===== src/rtl/serial_tofed_tx_2of5_if.sv =====
// Digit handshake and serial output bundle for the 2-of-5 serial transmitter.
//   digit_in      [3:0] BCD digit offered by the source (0-9 legal)
//   digit_valid         source offers digit_in this cycle
//   digit_ready         transmitter accepts digit_in this cycle
//   dout                serial data, code word MSB first
//   frame_start         dout carries bit 0 (MSB) of a frame
//   frame_is_data       current frame carries a digit rather than filler
//   code_err            one-cycle pulse after an illegal digit was accepted
// master = digit source / line observer, slave = transmitter.
interface serial_tofed_tx_2of5_if;
  logic [3:0] digit_in;
  logic       digit_valid;
  logic       digit_ready;
  logic       dout;
  logic       frame_start;
  logic       frame_is_data;
  logic       code_err;

  modport master (
    output digit_in,
    output digit_valid,
    input  digit_ready,
    input  dout,
    input  frame_start,
    input  frame_is_data,
    input  code_err
  );

  modport slave (
    input  digit_in,
    input  digit_valid,
    output digit_ready,
    output dout,
    output frame_start,
    output frame_is_data,
    output code_err
  );
endinterface


===== src/rtl/serial_tofed_tx_2of5.sv =====
// Serial 2-of-5 transmitter. Accepts BCD digits over a valid/ready handshake,
// encodes each as a 5-bit 7-4-2-1-0 code word and shifts it out MSB first in
// back-to-back 5-cycle frames aligned to reset. Idle frames are filler 00000.
// Ports:
//   clk     rising-edge clock
//   resetH  asynchronous active-high reset
//   tx      handshake / serial output bundle (slave side)
module serial_tofed_tx_2of5 (
  input  logic                         clk,
  input  logic                         resetH,
  serial_tofed_tx_2of5_if.slave        tx
);

  typedef enum logic [2:0] {B0, B1, B2, B3, B4} state_t;

  state_t     state_q, state_d;
  logic [4:0] sh_q, sh_d;
  logic [4:0] hold_q, hold_d;
  logic       hold_full_q, hold_full_d;
  logic       code_err_q, code_err_d;
  logic       is_data_q, is_data_d;

  logic       ready;
  logic       accept;
  logic       legal;
  logic [4:0] code_in;

  function automatic logic [4:0] encode(input logic [3:0] d);
    logic [4:0] c;
    case (d)
      4'd0:    c = 5'b11000;
      4'd1:    c = 5'b00011;
      4'd2:    c = 5'b00101;
      4'd3:    c = 5'b00110;
      4'd4:    c = 5'b01001;
      4'd5:    c = 5'b01010;
      4'd6:    c = 5'b01100;
      4'd7:    c = 5'b10001;
      4'd8:    c = 5'b10010;
      4'd9:    c = 5'b10100;
      default: c = 5'b00000;
    endcase
    return c;
  endfunction

  // The B4 load frees the hold register in the same cycle, so a new digit can
  // be taken there even when the hold is full.
  assign ready   = !hold_full_q || (state_q == B4);
  assign accept  = tx.digit_valid && ready;
  assign legal   = (tx.digit_in <= 4'd9);
  assign code_in = encode(tx.digit_in);

  always_ff @(posedge clk or posedge resetH) begin
    if (resetH) begin
      state_q     <= B0;
      sh_q        <= '0;
      hold_q      <= '0;
      hold_full_q <= 1'b0;
      code_err_q  <= 1'b0;
      is_data_q   <= 1'b0;
    end else begin
      state_q     <= state_d;
      sh_q        <= sh_d;
      hold_q      <= hold_d;
      hold_full_q <= hold_full_d;
      code_err_q  <= code_err_d;
      is_data_q   <= is_data_d;
    end
  end

  always_comb begin
    state_d     = state_q;
    sh_d        = {sh_q[3:0], 1'b0};
    hold_d      = hold_q;
    hold_full_d = hold_full_q;
    is_data_d   = is_data_q;
    // Illegal digits complete the handshake but are never queued.
    code_err_d  = accept && !legal;

    case (state_q)
      B0: state_d = B1;
      B1: state_d = B2;
      B2: state_d = B3;
      B3: state_d = B4;
      B4: state_d = B0;
      default: state_d = B0;
    endcase

    if (state_q == B4) begin
      // Frame load: hold register first, then same-cycle bypass, then filler.
      if (hold_full_q) begin
        sh_d        = hold_q;
        is_data_d   = 1'b1;
        hold_full_d = accept && legal;
        if (accept && legal) begin
          hold_d = code_in;
        end
      end else if (accept && legal) begin
        sh_d      = code_in;
        is_data_d = 1'b1;
      end else begin
        sh_d      = '0;
        is_data_d = 1'b0;
      end
    end else if (accept && legal) begin
      // Outside B4 an accept only happens with the hold empty.
      hold_d      = code_in;
      hold_full_d = 1'b1;
    end
  end

  assign tx.digit_ready   = ready;
  assign tx.dout          = sh_q[4];
  assign tx.frame_start   = (state_q == B0);
  assign tx.frame_is_data = is_data_q;
  assign tx.code_err      = code_err_q;

endmodule

===== src/flat_wrapper.sv =====
// flat-port wrapper written by rule: the top's interface ports become plain ports
module serial_tofed_tx_2of5_flat 
  (clk, resetH, tx_digit_in, tx_digit_valid, tx_digit_ready, tx_dout, tx_frame_start, tx_frame_is_data, tx_code_err);
  serial_tofed_tx_2of5_if tx_i ();
  input  logic clk;
  input  logic resetH;
  input wire logic [$bits(tx_i.digit_in)-1:0] tx_digit_in;
  input wire logic [$bits(tx_i.digit_valid)-1:0] tx_digit_valid;
  output wire logic [$bits(tx_i.digit_ready)-1:0] tx_digit_ready;
  output wire logic [$bits(tx_i.dout)-1:0] tx_dout;
  output wire logic [$bits(tx_i.frame_start)-1:0] tx_frame_start;
  output wire logic [$bits(tx_i.frame_is_data)-1:0] tx_frame_is_data;
  output wire logic [$bits(tx_i.code_err)-1:0] tx_code_err;
  assign tx_i.digit_in = tx_digit_in;
  assign tx_i.digit_valid = tx_digit_valid;
  assign tx_digit_ready = tx_i.digit_ready;
  assign tx_dout = tx_i.dout;
  assign tx_frame_start = tx_i.frame_start;
  assign tx_frame_is_data = tx_i.frame_is_data;
  assign tx_code_err = tx_i.code_err;
  serial_tofed_tx_2of5 u_core (.clk(clk), .resetH(resetH), .tx(tx_i));
endmodule

===== config.mk =====
export PLATFORM = sky130hd
export DESIGN_NAME = serial_tofed_tx_2of5_flat
export DESIGN_NICKNAME = d
export VERILOG_FILES = /design/src/rtl/serial_tofed_tx_2of5_if.sv /design/src/rtl/serial_tofed_tx_2of5.sv /design/src/flat_wrapper.sv
export SDC_FILE = /design/constraint.sdc
export NUM_CORES = 1
export LEC_CHECK = 0
export ABC_AREA = 0
export CORE_UTILIZATION = 52
export CTS_CLUSTER_SIZE = 12
export DETAILED_ROUTE_END_ITERATION = 12
export HOLD_SLACK_MARGIN = 0.03
export PLACE_DENSITY = 0.82
export SLEW_MARGIN = 40
export SYNTH_ARGS = -nofsm -noshare
export SYNTH_HDL_FRONTEND = slang
export SYNTH_SLANG_ARGS = --single-unit

===== constraint.sdc =====
create_clock -name clk -period 2 [get_ports clk]
set_input_delay 0.4 -clock clk [delete_from_list [all_inputs] [get_ports clk]]
set_output_delay 0.4 -clock clk [all_outputs]
set_load 0.005 [all_outputs]

==> results.cfg <==
[run_status]
status = complete, but fails checks
failed_checks = design-rule violations

[yosys]
synthFlopType = dfrtp_1
ys.warnings.count = 0
synth_area_per_cell_um2 = 10.50
yosys.area.top_type_share_pct = 44.88
synth_edf_count = 0
yosysMostFrequentCell = dfrtp_1
synth.area.top_cells = dfrtp_1 (45%), ha_1 (9.8%), mux2i_1 (4.5%)
synth.ff_latch_count = 16
yosysUniqueCellTypes = 28
syn_nets = 99
yosys-top-cells-count = dfrtp_1 (16), nor2_1 (9), a21oi_1 (7), ha_1 (7), nand2_1 (6)
syn_area_um2 = 892.1
async_flop_share_pct = 100.0
seq_area_frac_synth_pct = 44.88
synth_cells = 85
yosysTopAreaCell = dfrtp_1

[setup_path]
required_ns = 1.60
crit_arrival_ns = 1.58
startpoint_type = flop
end_kind = output pin
worstSetupPathType = flop to output pin
crit_fanout = 4
r2r_cells = 5

[clock_network]
root_buffer = clkbuf_4
clock_latency_ns = 0.30
clk_pin_slew_worst_paths_ns = 0.10
h-tree-depth = 1
clock_sinks = 16
cts_tree = yes
clock_path_buffers = 2
cts_buffers = 3

[floorplan]
initial_core_util_pct = 57.22
io_pins = 12
dieArea_mm2 = 0.001885
die_y_um = 43.42
die_x_um = 43.42
rows = 14
coreArea_mm2 = 0.001559

[placement]
gp_congestion = 0.8283
port_buffers = 11
place_hpwl_um = 1332

[run]
drv_cap = 0

[layout]
multiInputGateArea_um2 = 471.7
regArea_um2 = 402.9
nFillCells = 112
nets = 129
syn_to_final_growth_pct = 31.42
diodes = 0
drive_above_1_share_pct = 23.68

[timing]
fin_crit_sh_pct = 99.10
setup_violations = 0
tightest_slew_ns = 0.5837
finalClockSkew_ns = 0.01257
slew_violations = 0
slew_headroom_pct = 61.05
whs_ns = 0.4498
hold_viol_final = 0
post-route-min-period_ns = 1.982
timing.fmax_mhz = 504.5

[hold_path]
hold_path.class = input pin to async pin

[global_route]
grt_max_degree = 17
antenna_found_initial = 0
grt_pass1_vias = 691
grt_pass1_wl_um = 2960
grt_usage_pct = 21.47
grt_overflow = 0

[power]
finalPower_mw = 0.7553
power_per_cell_area_mw_per_mm2 = 644.3
leakagePower_nw = 0.5756
vdd_drop_max_mv = 0.4220

[route]
drcViolationCount = 2
ant_nets = 0
dr_total_vias = 719
vias_per_cell = 5.531
drt_iter0_markers = 19
wl_per_cell_um = 14.94
dr.pass1.iters = 8
totalWireLength_um = 1942
==> state kept, by name, indices dropped and copies added, names as in the netlist <==
name                     cells
u_core.sh_q                  5
u_core.state_q               3
u_core.tx.code_err           1
u_core.hold_full_q           1
u_core.hold_q                5
u_core.tx.frame_is_data      1
==> cells in the final DEF, fill, tap and decap left out, types with 2 or more instances in the layout <==
cell	instances
buf_4	16
dfrtp_1	14
clkdlybuf4s50_1	11
nor2_1	9
a21oi_1	7
ha_1	7
nand2_1	6
mux2i_1	4
nor3_1	4
mux2_1	3
inv_1	3
o21ai_0	3
nand2b_1	3
clkbuf_4	3
xnor2_1	2
and3_1	2
a221o_1	2
dfrtp_2	2
==> area by class of cell <==
class,instances,share of cell area [%]
multi-input combinational,64,40.23
sequential,16,34.37
timing repair buffer,27,19.64
clock buffer,4,3.095
tap,16,1.708
inverter,3,0.9605
==> power breakdown <==
group | switching (mW) | internal [mW] | leakage, nW
clock | 0.103 | 0.111 | 0.0210
sequential | 0.0167 | 0.358 | 0.200
combinational | 0.0769 | 0.0899 | 0.355
==> per-layer routing <==
| layer | up-vias | global-route usage [%] | share of wire (%) | routed length (um) |
|---|---|---|---|---|
| met1 | 343 | 27.52 | 41 | 789 |
| met2 | 22 | 35.15 | 54 | 1042 |
| met3 | 3 | 6.250 | 4.5 | 88 |
| li1 | 351 | - | - | - |
| met4 | 0 | 6.875 | 1.1 | 22 |
| met5 | - | 0 | 0 | 0 |
==> per-stage QoR <==
stage	setup slack, ns	setup TNS, ns	utilization (%)	instances	cell area (um^2)
2_1_floorplan	0.4577	0	-	85	892.1
3_3_place_gp	-0.1304	-0.5927	70.79	122	1104
3_5_place_dp	-0.1755	-0.9697	70.79	122	1104
4_1_cts	0.01643	0	73.11	126	1140
5_1_grt	-0.03475	-0.03475	75.20	130	1172
6_report	0.01797	0	75.20	130	1172
==> worst max-delay path, cell delays in order, from the launching register on <==
cell,delay [ns]
dfrtp_2,0.44
nor2_1,0.13
nand2_1,0.11
nand2_1,0.10
clkdlybuf4s50_1,0.50
==> path summary, 6_finish.rpt <==
| kind | from | to | slack [ns] |
|---|---|---|---|
| max in group asynchronous | resetH | u_core.state_q[0]$_DFF_PP0_ | 1.12 |
| worst min-delay path | resetH | u_core.sh_q[4]$_DFF_PP0_ | 0.45 |
| min in group clk | u_core.sh_q[2]$_DFF_PP0_ | u_core.sh_q[3]$_DFF_PP0_ | 0.51 |
| worst max register to register | u_core.state_q[1]$_DFF_PP0_ | u_core.hold_q[0]$_DFFE_PP0P_ | 0.40 |
| worst max-delay path | u_core.state_q[0]$_DFF_PP0_ | tx_digit_ready | 0.02 |
| worst min register to register | u_core.sh_q[2]$_DFF_PP0_ | u_core.sh_q[3]$_DFF_PP0_ | 0.51 |
==> cell families after synthesis <==
family / count (synthesis) / synth area share [%]
buf+inv: 5 / 2.243
mux: 7 / 8.275
xor+xnor: 3 / 3.788
flops: 16 / 44.88
compound gates: 18 / 13.75
fa+ha+maj: 7 / 9.817
simple gates: 29 / 17.25
==> what timing repair did <==
action                     in CTS  in global routing
resized for setup               0                  2
hold buffers                    0                  0
setup buffers                   0                  4
setup endpoints to repair       0                  1
Power figures use the tool's default switching activity.
